### config.mk
export PLATFORM = sky130hd
export DESIGN_NAME = cfg_mult_arbiter
export DESIGN_NICKNAME = d
export VERILOG_FILES = /design/src/rtl/cfg_mult_arbiter.sv
export SDC_FILE = /design/constraint.sdc
export NUM_CORES = 1
export LEC_CHECK = 0
export BUFFER_PORTS_ARGS = -buffer_cell sky130_fd_sc_hd__buf_2
export CAP_MARGIN = 10
export CORE_MARGIN = 2
export CORE_UTILIZATION = 47
export DETAILED_ROUTE_END_ITERATION = 8
export PLACE_DENSITY = 0.95
export SLEW_MARGIN = 20
export SYNTH_ARGS = -nofsm -noshare
export SYNTH_HDL_FRONTEND = slang
export SYNTH_SLANG_ARGS = --single-unit
### constraint.sdc
create_clock -name clk_i -period 7.59 [get_ports clk_i]
set_input_delay 2.277 -clock clk_i [delete_from_list [all_inputs] [get_ports clk_i]]
set_output_delay 2.277 -clock clk_i [all_outputs]
set_load 0.005 [all_outputs]
### src/rtl/cfg_mult_arbiter.sv
// rtl/cfg_mult_arbiter.sv - round-robin share of one configurable multiplier; optional WAIT timeout via CFG_MULT_TIMEOUT_EN
module cfg_mult_arbiter #(
    parameter int NUM_REQ        = 4,
    parameter int ID_W           = 2,
    parameter int TIMEOUT_CYCLES = 64
) (
    input  logic                  clk_i,
    input  logic                  reset_ni,
    input  logic [NUM_REQ-1:0]    req_valid_i,
    output logic [NUM_REQ-1:0]    req_ready_o,
    input  logic [16*NUM_REQ-1:0] req_a_i,
    input  logic [16*NUM_REQ-1:0] req_b_i,
    input  logic [2*NUM_REQ-1:0]  req_cm_i,
    output logic                  rsp_valid_o,
    input  logic                  rsp_ready_i,
    output logic [ID_W-1:0]       rsp_id_o,
    output logic [31:0]           rsp_product_o,
    output logic                  rsp_err_o,
    output logic                  busy_o,
    output logic [15:0]           mul_multiplicand_o,
    output logic [15:0]           mul_multiplier_o,
    output logic [1:0]            mul_cm_o,
    output logic                  mul_enable_o,
    input  logic [31:0]           mul_product_i,
    input  logic                  mul_data_valid_i
);

    typedef enum logic [1:0] {
        S_IDLE = 2'd0,
        S_WAIT = 2'd1,
        S_RESP = 2'd2
    } state_t;

    state_t              r_state;
    state_t              w_state_nxt;
    logic [ID_W-1:0]     r_ptr;
    logic [ID_W-1:0]     r_id;
    logic [15:0]         r_a;
    logic [15:0]         r_b;
    logic [1:0]          r_cm;
    logic                r_first;
    logic [31:0]         r_product;
    logic                r_err;
    logic [ID_W-1:0]     w_gnt_idx;
    logic                w_gnt_any;
    logic [15:0]         w_gnt_a;
    logic [15:0]         w_gnt_b;
    logic [1:0]          w_gnt_cm;
    logic                w_accept;
    logic                w_capture;
    logic                w_timeout;
    logic [NUM_REQ-1:0]  w_ready;

    // Grant search: first valid requester at or above the pointer, wrapping around
    always_comb begin
        w_gnt_any = 1'b0;
        w_gnt_idx = '0;
        for (int i = 0; i < NUM_REQ; i++) begin
            if (!w_gnt_any && req_valid_i[(int'(r_ptr) + i) % NUM_REQ]) begin
                w_gnt_any = 1'b1;
                w_gnt_idx = ID_W'((int'(r_ptr) + i) % NUM_REQ);
            end
        end
    end

    assign w_gnt_a   = req_a_i[16*int'(w_gnt_idx) +: 16];
    assign w_gnt_b   = req_b_i[16*int'(w_gnt_idx) +: 16];
    assign w_gnt_cm  = req_cm_i[2*int'(w_gnt_idx) +: 2];
    assign w_accept  = (r_state == S_IDLE) && w_gnt_any && reset_ni;
    // The first WAIT cycle may still see a valid left over from the previous op
    assign w_capture = (r_state == S_WAIT) && !r_first && mul_data_valid_i;

`ifdef CFG_MULT_TIMEOUT_EN
    localparam int TMO_W = $clog2(TIMEOUT_CYCLES + 1);
    logic [TMO_W-1:0] r_tmo;

    assign w_timeout = (r_state == S_WAIT) && !w_capture &&
                       (r_tmo == TMO_W'(TIMEOUT_CYCLES - 1));

    // WAIT-cycle counter, cleared whenever a new op enters WAIT
    always_ff @(posedge clk_i or negedge reset_ni) begin
        if (!reset_ni) begin
            r_tmo <= '0;
        end else if (w_accept) begin
            r_tmo <= '0;
        end else if (r_state == S_WAIT) begin
            r_tmo <= r_tmo + 1'b1;
        end
    end
`else
    assign w_timeout = 1'b0;
`endif

    // Next state and the one-cycle accept strobe
    always_comb begin
        w_state_nxt = r_state;
        w_ready     = '0;
        case (r_state)
            S_IDLE: begin
                if (w_accept) begin
                    w_ready[w_gnt_idx] = 1'b1;
                    w_state_nxt = (w_gnt_cm == 2'b11) ? S_RESP : S_WAIT;
                end
            end
            S_WAIT: begin
                if (w_capture || w_timeout) begin
                    w_state_nxt = S_RESP;
                end
            end
            S_RESP: begin
                if (rsp_ready_i) begin
                    w_state_nxt = S_IDLE;
                end
            end
            default: w_state_nxt = S_IDLE;
        endcase
    end

    // State register
    always_ff @(posedge clk_i or negedge reset_ni) begin
        if (!reset_ni) begin
            r_state <= S_IDLE;
        end else begin
            r_state <= w_state_nxt;
        end
    end

    // Operand/tag capture on accept, result capture at the end of WAIT
    always_ff @(posedge clk_i or negedge reset_ni) begin
        if (!reset_ni) begin
            r_ptr     <= '0;
            r_id      <= '0;
            r_a       <= '0;
            r_b       <= '0;
            r_cm      <= '0;
            r_first   <= 1'b0;
            r_product <= '0;
            r_err     <= 1'b0;
        end else if (w_accept) begin
            r_a       <= w_gnt_a;
            r_b       <= w_gnt_b;
            r_cm      <= w_gnt_cm;
            r_id      <= w_gnt_idx;
            r_ptr     <= (w_gnt_idx == ID_W'(NUM_REQ - 1)) ? '0 : w_gnt_idx + 1'b1;
            r_first   <= 1'b1;
            r_product <= '0;
            r_err     <= (w_gnt_cm == 2'b11);
        end else if (r_state == S_WAIT) begin
            r_first <= 1'b0;
            if (w_capture) begin
                r_product <= mul_product_i;
                r_err     <= 1'b0;
            end else if (w_timeout) begin
                r_product <= '0;
                r_err     <= 1'b1;
            end
        end
    end

    assign req_ready_o        = w_ready;
    assign rsp_valid_o        = (r_state == S_RESP);
    assign rsp_id_o           = r_id;
    assign rsp_product_o      = r_product;
    assign rsp_err_o          = r_err;
    assign busy_o             = (r_state != S_IDLE);
    assign mul_multiplicand_o = r_a;
    assign mul_multiplier_o   = r_b;
    assign mul_cm_o           = r_cm;
    assign mul_enable_o       = (r_state == S_WAIT);

endmodule

==> results.yml <==
grt:
  antenna_found_initial: 0
  grt_overflow_total: 0
  grt_pass1_vias: 4297
  grt_max_degree: 78
  grt_pass1_wl_mm: 20.05
  grt_usage_pct: 25.74
min_path:
  min_from: "mul_cm_o[1]"
  hold_class: "reg2reg"
  worstHoldPathCells: 2
logic_synthesis:
  yosysUniqueCellTypes: 33
  synth_edf_count: 0
  ys_warn_count: 0
  yosys_most_used_dff: "dfrtp_1"
  netlist_instances: 468
  syn_nets: 648
  ys_seq_area_share_pct: 45.34
  ys_ff_latch: 74
  synth.cell_area_mm2: 0.004084
  postSynth.asyncResetShare_pct: 100.0
  syn_avg_cell_area_um2: 8.726
pwr:
  p_per_area_mw_per_mm2: 337.9
  p_leak_nw: 3.105
  vdd_drop_max_v: 0.0001613
  finalPower_mw: 1.876
critical_path:
  reg2reg_depth: 9
  r2r_slack_ns: 4.57
  startpoint: "req_valid_i[3]"
  end_kind: "output pin"
  critPathRequiredTime_ns: 5.31
  crit_fanout: 36
  reg2reg_from: "r_ptr[1]"
  worstSetupStartpointType: "input port"
  critPathArrivalTime_ns: 4.17
  r2r_end: "r_state[0]"
  cp-endpoint: "req_ready_o[1]"
  worstSetupPathType: "in2out"
cts:
  hold_buffers: 0
  numCtsBuffers: 9
  cts_setup_buffers: 0
  cts_resized: 0
  clkTransAtPathRegs_ns: 0.08
  clk_latency_ns: 0.34
  clockRootBuffer: "clkbuf_8"
  cts_num_sinks: 74
  cts_tree: "done"
  htree_levels: 3
  clk_path_buf_depth: 2
floorplanning:
  die-width_um: 97.22
  core-area_mm2: 0.008551
  die-height_um: 97.22
  row_count: 34
  die_area_mm2: 0.009451
  start_util_pct: 47.76
  pin_count: 252
layout:
  final_area_mm2: 0.005552
  diodes: 0
  fin_nets: 874
  seqCellArea_mm2: 0.001852
  layout_commonest_cell: "buf_2"
  multi_input_area_mm2: 0.002014
  layout_common_cells: "buf_2 (250), nand2_1 (138), dfrtp_1 (74)"
  drive_above_1_share_pct: 40.34
  fillers: 711
  synthToLayoutAreaGrowth_pct: 35.94
  utilization_pct: 64.93
  instances_no_fill: 807
timing:
  period_needed_ns: 6.446
  max_freq_mhz: 155.1
  finalSetupViolations: 0
  relSlewSlack_pct: 36.01
  rsz0062_at_grt: "false"
  finalMaxSlewViolations: 0
  post-route-period-util_pct: 84.93
  tns_ns: 0
  whs_ns: 0.4740
  worst_pin_slew_ns: 0.9599
  hold_viol_final: 0
  setup_ws_ns: 1.144
  skew_ns: 0.009975
routing:
  first_iter_violations: 170
  detail-route-antenna-nets: 0
  route.detailed.drc: 0
  dr.pass1.iters: 5
  vias: 4551
  wl_mm: 12.84
  via_per_inst: 5.639
  wire_per_inst_um: 15.91
placement:
  place.gp.congestion: 0.9633
  dp_slack_ns: 1.159
  portBuffers: 251
  dp_hpwl_mm: 9.278
  placed_cells: 791
  placed_area_mm2: 0.005336
run_status:
  outcome: "finished, final reports clean"
job:
  drv_cap: 0
## area by class of cell
type,count,share of cell area (%)
sequential,74,33.36
multi-input combinational,345,36.29
inverter,5,0.3831
tap,108,2.434
clock buffer,10,2.479
clock inverter,6,1.307
timing repair buffer,259,23.75
## metal layers
metal,GRT usage [%],vias to the layer above,part of all wire (%)
met5,0,-,0
met4,10.36,0,3.1
met3,5.108,44,8.0
met2,46.05,256,51
met1,30.30,2132,38
li1,-,2119,-
## worst max-delay path: stages
cell and delay (ns):
buf_2 0.12, or2_1 0.20, o211a_2 0.21, buf_4 0.31, and2_1 0.51, inv_4 0.07
ha_1 0.20, and2_1 0.14, buf_2 0.13
## cells in the mapped netlist, types with 3 or more instances
cell type	instances	area, um^2
and3_1	35	219.0
a21o_1	34	255.2
dfrtp_1	74	1852
ha_1	4	50.05
nor2_1	4	15.01
o21ai_0	3	15.01
nand2_1	138	518.0
inv_1	4	15.01
a311oi_1	32	280.3
buf_2	9	45.04
and2_1	5	31.28
a21oi_1	33	165.2
nand2b_1	5	31.28
clkbuf_1	29	108.9
a211oi_1	36	270.3
buf_6	6	67.56
## power breakdown
group / internal [mW] / total (mW) / switching [mW]
combinational: 0.385 / 0.891 / 0.505
sequential: 0.569 / 0.667 / 0.0978
clock: 0.164 / 0.318 / 0.154
## cells by family (layout without fill, tap and decap cells)
logic type	count (synthesis)	in the layout	share of synthesized area, %
AND/OR/NAND/NOR	192	192	20.74
AO/OA/AOI/OAI	148	148	26.50
flip-flops	74	74	45.34
buffers and inverters	49	280	5.943
adder cells (fa/ha/maj)	4	4	1.226
multiplexers	1	1	0.2451
## sequential cells by signal, summed over array words and instances, names as in the netlist
signal	count
mul_cm_o	2
mul_multiplicand_o	16
mul_multiplier_o	16
r_first	1
r_ptr	2
r_state	2
rsp_err_o	1
rsp_id_o	2
rsp_product_o	32
## worst min path at each step
stage / end / slack, ns
2_1_floorplan: r_first / 0.44
3_3_place_gp: r_first / 0.45
3_5_place_dp: mul_multiplicand_o[9] / 0.46
4_1_cts: mul_cm_o[1] / 0.48
5_1_grt: mul_multiplier_o[8] / 0.49
6_report: mul_cm_o[1] / 0.47
Note: power is estimated with default switching activity, not from simulation.
